--- config.mk ---
export PLATFORM = sky130hd
export DESIGN_NAME = be_core
export DESIGN_NICKNAME = d
export VERILOG_FILES = /design/src/rtl/be_core.sv
export SDC_FILE = /design/constraint.sdc
export NUM_CORES = 1
export LEC_CHECK = 0
export ABC_CLOCK_PERIOD_IN_PS = 5200
export BUFFER_PORTS_ARGS = -buffer_cell sky130_fd_sc_hd__buf_2
export CAP_MARGIN = 20
export CORE_MARGIN = 2
export CORE_UTILIZATION = 29
export DETAILED_ROUTE_END_ITERATION = 6
export GPL_ROUTABILITY_DRIVEN = 0
export PLACE_DENSITY_LB_ADDON = 0.1
export SLEW_MARGIN = 5
export SYNTH_ARGS = -nofsm -noshare
export SYNTH_HDL_FRONTEND = slang
export SYNTH_SLANG_ARGS = --single-unit
export TNS_END_PERCENT = 30
--- constraint.sdc ---
create_clock -name clk -period 5.2 [get_ports clk]
set_clock_uncertainty 0.2 [all_clocks]
set_input_delay 1.04 -clock clk [delete_from_list [all_inputs] [get_ports clk]]
set_output_delay 1.04 -clock clk [all_outputs]
set_load 0.03 [all_outputs]
--- src/rtl/be_core.sv ---
// Parametrised accumulator CPU: 16-opcode ISA, FETCH/EXEC/MEM/HALT sequencer and a
// ready-gated single-port memory bus.
module be_core #(
  parameter int unsigned        DATA_W   = 8,
  parameter int unsigned        ADDR_W   = 8,
  parameter logic [ADDR_W-1:0]  RESET_PC = ADDR_W'('hF0)
) (
  input  logic              clk,
  input  logic              rst,
  input  logic              ready,
  input  logic [DATA_W-1:0] din,
  output logic [DATA_W-1:0] dout,
  output logic [ADDR_W-1:0] addr,
  output logic              rw,
  output logic [DATA_W-1:0] acc,
  output logic              carry,
  output logic              halted
);

  localparam logic [3:0] OpAdc = 4'd0;
  localparam logic [3:0] OpSwp = 4'd1;
  localparam logic [3:0] OpLda = 4'd2;
  localparam logic [3:0] OpSta = 4'd3;
  localparam logic [3:0] OpJmp = 4'd4;
  localparam logic [3:0] OpSbc = 4'd5;
  localparam logic [3:0] OpAnd = 4'd6;
  localparam logic [3:0] OpOr  = 4'd7;
  localparam logic [3:0] OpXor = 4'd8;
  localparam logic [3:0] OpRlc = 4'd9;
  localparam logic [3:0] OpClc = 4'd10;
  localparam logic [3:0] OpSec = 4'd11;
  localparam logic [3:0] OpJc  = 4'd12;
  localparam logic [3:0] OpLdi = 4'd13;
  localparam logic [3:0] OpNop = 4'd14;
  localparam logic [3:0] OpHlt = 4'd15;

  typedef enum logic [1:0] {StFetch, StExec, StMem, StHalt} state_e;

  state_e            state_q, state_d;
  logic [ADDR_W-1:0] pc_q, pc_d, ar_q, ar_d;
  logic [DATA_W-1:0] a_q, a_d, b_q, b_d;
  logic              c_q, c_d;
  logic [3:0]        ir_q, ir_d;
  logic [DATA_W:0]   sum;
  logic [ADDR_W-1:0] pc_inc;
  logic [ADDR_W-1:0] operand_addr;

  assign pc_inc       = pc_q + ADDR_W'(1);
  assign operand_addr = din[ADDR_W-1:0];

  // ADC and SBC share one adder; SBC feeds the inverted B operand.
  always_comb begin
    sum = {1'b0, a_q} + {1'b0, (ir_q == OpSbc) ? ~b_q : b_q} + {{DATA_W{1'b0}}, c_q};
  end

  always_comb begin
    state_d = state_q;
    pc_d    = pc_q;
    ar_d    = ar_q;
    a_d     = a_q;
    b_d     = b_q;
    c_d     = c_q;
    ir_d    = ir_q;
    if (ready) begin
      unique case (state_q)
        StFetch: begin
          ir_d    = din[3:0];
          pc_d    = pc_inc;
          state_d = StExec;
        end
        StExec: begin
          state_d = StFetch;
          unique case (ir_q)
            OpAdc, OpSbc: {c_d, a_d} = sum;
            OpSwp: begin
              a_d = b_q;
              b_d = a_q;
            end
            OpLda, OpSta: begin
              ar_d    = operand_addr;
              pc_d    = pc_inc;
              state_d = StMem;
            end
            OpJmp: pc_d = operand_addr;
            OpAnd: a_d = a_q & b_q;
            OpOr:  a_d = a_q | b_q;
            OpXor: a_d = a_q ^ b_q;
            OpRlc: {c_d, a_d} = {a_q, c_q};
            OpClc: c_d = 1'b0;
            OpSec: c_d = 1'b1;
            OpJc:  pc_d = c_q ? operand_addr : pc_inc;
            OpLdi: begin
              a_d  = din;
              pc_d = pc_inc;
            end
            OpNop: ;
            OpHlt: state_d = StHalt;
            default: ;
          endcase
        end
        StMem: begin
          if (ir_q == OpLda) a_d = din;
          state_d = StFetch;
        end
        StHalt: ;
        default: state_d = StFetch;
      endcase
    end
  end

  always_ff @(posedge clk) begin
    if (rst) begin
      state_q <= StFetch;
      pc_q    <= RESET_PC;
      ar_q    <= '0;
      a_q     <= '0;
      b_q     <= '0;
      c_q     <= 1'b0;
      ir_q    <= '0;
    end else begin
      state_q <= state_d;
      pc_q    <= pc_d;
      ar_q    <= ar_d;
      a_q     <= a_d;
      b_q     <= b_d;
      c_q     <= c_d;
      ir_q    <= ir_d;
    end
  end

  always_comb begin
    addr   = (state_q == StMem) ? ar_q : pc_q;
    rw     = (state_q == StMem) && (ir_q == OpSta);
    halted = (state_q == StHalt);
  end

  assign dout  = a_q;
  assign acc   = a_q;
  assign carry = c_q;

endmodule

==> results.md, run 1 <==
- Status: completed
- Relative slew slack: 37.1%
- CP endpoint kind: register
- Peak VDD IR: 0.123 mV
- Maximum clock frequency: 271 MHz
- Skew-Pair Late Insertion Delay: 300 ps
- Synth unique cells: 59
- Syn Inst Count: 404
- Register Area: 781 um2
- Num rows: 38
- Final period util: 71.0%
- Slew @ Worst Pin: 937 ps
- Worst EP arrival: 3670 ps
- Async S/R FF share, synth: 0%
- Syn Area/Cell: 8.04 um2
- Root buffer cell: clkbuf_8
- Crit Path Category: reg -> reg
- Vias/cell: 5.34
- Multi-input gate area: 2190 um2
- Leakage Power: 1.44 nW
- Hold Crit Class: reg -> reg
- Chip height: 110 um
- Final Power: 0.739 mW
- Reg clk slew, reported paths: 90 ps
- Fill cells: 1158
- # Post-CTS Setup Buffers: 0
- Starting DRT DRC Count: 187
- Nets: 460
- IO Count: 38
- H-tree Lvls: 2
- EDFF count, synth: 0
- Area growth, synth to finish: 10.2%
- Critical-path maximum fanout: 27
- GRT Resource Usage Total: 17.1%
- Max Transition Viols Final: 0
- Yosys reg bits: 39
- Crit start category: register
- IO Port Bufs: 37
- TNS Setup: 0 ps
- Initial core utilization: 29.8%
- Drt drc: 0
- Ys flop type: dfxtp_1
- Global route overflow: 0
- First-pass GRT wire length: 15600 um
- CTS resizes: 0
- Core Region: 10900 um2
- DIE AREA: 12100 um2
- Vias: 2986
- Synth Warn #: 0
- Largest net degree at the start of global routing: 41
- Max-cap viol count: 0
- Total Wirelength: 9810 um
- Syn nets: 446
- Required time worst endpoint: 5180 ps
- Routed length per placed instance: 17.5 um
- CTS tree: built
- Layout cells sized above 1: 16.7%
- Endpoints failing hold: 0
- Clk buf depth: 2
- Register area share after synthesis: 24.0%
- Final ANT Viol Nets: 0
- Pwr Density: 206 nW/um2
- DIE WIDTH: 110 um
- Initial antenna violation count: 0
- Final setup viols: 0
- Final worst path period need: 3690 ps
- Ant. Diodes: 0
- Vias in the first global route: 2835
- First-pass iteration count of the detailed router: 5
- Clk sinks: 39
- CTS Buf Count: 5
- Mapped Area: 3250 um2
- # hold bufs at CTS: 0
- RSZ-0062 raised after global routing: false
- Hpwl dp: 6880 um
-- routing by layer --
| metal | vias up | wire length, um | track usage [%] |
|---|---|---|---|
| li1 | 1470 | - | - |
| met1 | 1445 | 4780 | 24.1 |
| met2 | 56 | 4500 | 27.0 |
| met3 | 15 | 344 | 2.61 |
| met4 | 0 | 179 | 4.79 |
| met5 | - | 0 | 0 |
-- where the power goes --
part           total, mW  switching (mW)  internal, mW  leakage [nW]
sequential         0.317          0.0102         0.307         0.316
combinational      0.142          0.0969        0.0450          1.07
clock              0.280           0.124         0.156        0.0612
-- Yosys cell counts, types with 2 or more instances --
library cell	n	area (um2)
dfxtp_1	39	781
nand2_1	34	128
nor2_1	33	124
ha_1	29	363
inv_1	24	90.1
a21oi_1	23	115
o21ai_0	21	105
mux2i_1	20	200
nand3_1	12	60.1
buf_2	11	55.1
clkbuf_1	11	41.3
xnor2_1	11	96.3
buf_4	10	75.1
nand2b_1	10	62.6
a211oi_1	9	67.6
mux2_2	8	90.1
nand3b_1	8	60.1
a221o_1	6	60.1
and3_1	6	37.5
nor2b_1	6	37.5
a31oi_1	4	25.0
nor3_1	4	20.0
a221oi_1	3	26.3
a22oi_1	3	22.5
buf_1	3	11.3
nor2_2	3	18.8
nor3b_1	3	22.5
o31ai_1	3	22.5
or2_2	3	18.8
a2111oi_0	2	17.5
a211o_1	2	17.5
a2bb2oi_1	2	17.5
a311o_1	2	20.0
a311oi_1	2	17.5
a31o_2	2	17.5
a32o_1	2	20.0
fa_1	2	40.0
nand4_1	2	12.5
o21a_1	2	15.0
o21ai_1	2	10.0
o221ai_1	2	17.5
o22ai_1	2	12.5
o41ai_1	2	17.5
-- layout by cell type, fill, tap and decap left out, types with 8 or more instances in the layout --
master / n
nand3_1: 12
a211oi_1: 9
nand2_1: 34
xnor2_1: 11
inv_1: 24
nand2b_1: 10
mux2i_1: 20
buf_2: 37
dfxtp_1: 39
ha_1: 29
mux2_2: 8
nand3b_1: 8
nor2_1: 33
a21oi_1: 23
o21ai_0: 21
-- worst max-delay path, stage by stage (launching register included) --
cell and delay [ps]:
dfxtp_1 320, buf_4 290, nand2b_1 240, nor2_2 540, xnor2_1 200, fa_1 210
inv_1 50, fa_1 400, nand2_1 100, a21oi_1 110, o31ai_1 250, xnor2_1 160
a211oi_1 90, a2111oi_0 400
-- registers in the layout, indices dropped and copies added, names as in the netlist --
register	cells
ir_q	4
state_q	2
pc_q	8
acc	8
ar_q	8
b_q	8
carry	1
-- cell type report --
class | count | area share, %
clock buffer | 6 | 2.31
clock inverter | 2 | 0.978
inverter | 25 | 2.62
multi-input combinational | 305 | 61.2
sequential | 39 | 21.8
tap | 140 | 4.89
timing repair buffer | 42 | 6.22
-- kinds of logic (layout without fill, tap and decap cells) --
logic type	count (synthesis)	after routing	share of synthesized area [%]
AOI/OAI and AO/OA	106	106	23.2
and+or+nand+nor	128	128	19.7
buffers and inverters	60	75	8.51
DFF	39	39	24.0
muxes	28	28	8.93
xor gates and xnor gates	12	12	3.23
adders and majority gates	31	31	12.4
-- stage by stage --
stage | instance area (um2) | util [%] | setup slack [ps] | std cells | hold slack, ps
floorplan | 3250 | - | 2040 | 404 | 249
global placement | 3460 | 31.8 | 1640 | 551 | 265
detailed placement | 3460 | 31.8 | 1550 | 551 | 279
CTS | 3580 | 32.9 | 1490 | 559 | 299
global route | 3580 | 32.9 | 1080 | 559 | 330
finish | 3580 | 32.9 | 1510 | 559 | 291
-- path summary, 6_finish.rpt --
kind	from	to	slack (ps)	depth (start not counted)
worst max register to register	ir_q[0]$_SDFFE_PP0P_	acc[6]$_SDFFE_PP0P_	1510	13
worst min-delay path	ar_q[0]$_SDFFE_PP0P_	ar_q[0]$_SDFFE_PP0P_	290	2
worst min register to register	ar_q[0]$_SDFFE_PP0P_	ar_q[0]$_SDFFE_PP0P_	290	2
worst max-delay path	ir_q[0]$_SDFFE_PP0P_	acc[6]$_SDFFE_PP0P_	1510	13
Note: power is estimated with default switching activity, not from simulation.
==> inputs of run 2 (changes only) <==
- ABC_CLOCK_PERIOD_IN_PS: 5200 -> 3100
- clock period: 5.2 -> 3.1 ns (I/O delays scaled with it)
==> run 2 against run 1 <==
  * Design area grew 2.9%
  * Highest routed layer unchanged
  * Clock power increased by 46%
  * Cell count up 2.1%
  * Via count up 0.87%
  * Critical path type unchanged
  * Utilization rose by 0.95 points
  * Combinational power rose by 80%
  * Fmax up 27%
  * Clock-buffer cell count rose by 1
  * Sequential share of layout area decreased by 0.61 points
==> results.md, run 2 (same netlist as run 1, synthesis figures left out) <==
- Hold Crit Class: reg -> reg (unchanged)
- Placed Cells: 562 (was 551)
- Vias/cell: 5.27 (was 5.34)
- Final setup viols: 0 (unchanged)
- Crit Path Category: reg -> reg (unchanged)
- Largest net degree at the start of global routing: 34 (was 41)
- CTS Buf Count: 5 (unchanged)
- Peak VDD IR: 0.171 mV (was 0.123 mV)
- Flop2flop setup slack: 200 ps (was 1510 ps)
- IO Port Bufs: 37 (unchanged)
- Pre-CTS setup slack: 165 ps (was 1550 ps)
- Maximum clock frequency: 345 MHz (was 271 MHz)
- Hold path depth: 2 (unchanged)
- Critical-path maximum fanout: 4 (was 27)
- First-pass GRT wire length: 16400 um (was 15600 um)
- Pwr Density: 324 nW/um2 (was 206 nW/um2)
- Clk sinks: 39 (unchanged)
- Non-Filler Cell Area, Final: 3690 um2 (was 3580 um2)
- Initial antenna violation count: 0 (unchanged)
- GRT Resource Usage Total: 17.8% (was 17.1%)
- DIE AREA: 12100 um2 (unchanged)
- Max-cap viol count: 0 (unchanged)
- Worst setup margin: 200 ps (was 1510 ps)
- Global route overflow: 0 (unchanged)
- Final period util: 93.6% (was 71.0%)
- RSZ-0062 raised after global routing: true (was false)
- Slew @ Worst Pin: 841 ps (was 937 ps)
- Starting DRT DRC Count: 189 (was 187)
- Worst EP arrival: 2860 ps (was 3670 ps)
- Vias in the first global route: 2924 (was 2835)
- Final core utilization: 33.9% (was 32.9%)
- Layout cells sized above 1: 19.5% (was 16.7%)
- Leakage Power: 1.49 nW (was 1.44 nW)
- IO Count: 38 (unchanged)
- Num rows: 38 (unchanged)
- Register Area: 781 um2 (unchanged)
- Final worst path period need: 2900 ps (was 3690 ps)
- CTS tree: built (unchanged)
- Chip height: 110 um (unchanged)
- Multi-input gate area: 2210 um2 (was 2190 um2)
- Initial core utilization: 29.8% (unchanged)
- H-tree Lvls: 2 (unchanged)
- Crit start category: register (unchanged)
- Total Wirelength: 10200 um (was 9810 um)
- Max Transition Viols Final: 0 (unchanged)
- Routed length per placed instance: 17.9 um (was 17.5 um)
- Most frequent cells in the layout: 39 x dfxtp_1, 37 x buf_2, 34 x nand2_1 (unchanged)
- Root buffer cell: clkbuf_8 (unchanged)
- Endpoints failing hold: 0 (unchanged)
- CP endpoint kind: register (unchanged)
- Final Non-Filler Cells: 571 (was 559)
- Area growth, synth to finish: 13.4% (was 10.2%)
- Clk buf depth: 2 (unchanged)
- Ant. Diodes: 0 (unchanged)
- Nets: 472 (was 460)
- Dpl cell area: 3560 um2 (was 3460 um2)
- DIE WIDTH: 110 um (unchanged)
- # hold bufs at CTS: 0 (unchanged)
- Drt drc: 0 (unchanged)
- First-pass iteration count of the detailed router: 4 (was 5)
- Relative slew slack: 43.9% (was 37.1%)
- Status: completed (unchanged)
- Required time worst endpoint: 3060 ps (was 5180 ps)
- Fill cells: 1185 (was 1158)
- Final Power: 1.20 mW (was 0.739 mW)
- Skew-Pair Late Insertion Delay: 300 ps (about the same)
- Hpwl dp: 7180 um (was 6880 um)
- Core Region: 10900 um2 (unchanged)
- Final ANT Viol Nets: 0 (unchanged)
- Reg clk slew, reported paths: 90 ps (about the same)
- Most common cell after layout, fill and taps aside: dfxtp_1 (unchanged)
- R2R cell count: 12 (was 13)
- Vias: 3012 (was 2986)
run 2: cell count changes in the layout (fill, tap and decap cells not counted), sizes merged:
cell,before,now
buf,42,54
bufinv,1,0
clkbuf,6,7
clkinv,1,0
clkinvlp,0,1
run 2: routing by layer:
metal  vias to the layer above  track usage (%)  part of all wire, %
met2                        63             28.3                   45
met4                         0             4.07                  1.7
li1                       1490                -                    -
met3                        12             3.32                  4.6
met5                         -                0                    0
met1                      1447             24.9                   48
run 2: area by class of cell:
type | instances | share of cell area [%]
Inverter | 25 | 2.55
Tap cell | 140 | 4.75
Timing Repair Buffer | 54 | 8.83
Sequential cell | 39 | 21.2
Clock buffer | 7 | 2.61
Multi-Input combinational cell | 305 | 59.9
Clock inverter | 1 | 0.204
run 2: final timing paths:
check                       startpoint              endpoint
hold reg to reg   ar_q[1]$_SDFFE_PP0P_  ar_q[1]$_SDFFE_PP0P_
hold / removal    ar_q[1]$_SDFFE_PP0P_  ar_q[1]$_SDFFE_PP0P_
setup / recovery  ir_q[1]$_SDFFE_PP0P_    carry$_SDFFE_PP0P_
setup reg to reg  ir_q[1]$_SDFFE_PP0P_    carry$_SDFFE_PP0P_
run 2: worst max-delay path, stage by stage (launching register included):
cell      delay [ps]
dfxtp_1          320
nand2b_1         200
nor2_4           210
xnor2_1          160
fa_1             220
inv_1             60
fa_1             400
nand2_1          100
a21oi_1          120
o311a_1          320
o21a_1           170
o21ai_0          170
a211oi_1          90
run 2: timing repair:
action	CTS	global route
buffers inserted	0	1
gates resized for setup	0	4
setup endpoints to repair	0	2
run 2: where the power goes:
| group | leakage, nW | switching, mW | internal [mW] |
|---|---|---|---|
| Sequential | 0.316 | 0.0169 | 0.515 |
| Clock | 0.0505 | 0.207 | 0.203 |
| Combinational | 1.12 | 0.169 | 0.0856 |
run 2: stage by stage:
step / TNS [ps] / hold slack, ps
2_1_floorplan: 0 / 249
3_3_place_gp: 0 / 268
3_5_place_dp: 0 / 277
4_1_cts: 0 / 299
5_1_grt: -28.5 / 319
6_report: 0 / 299
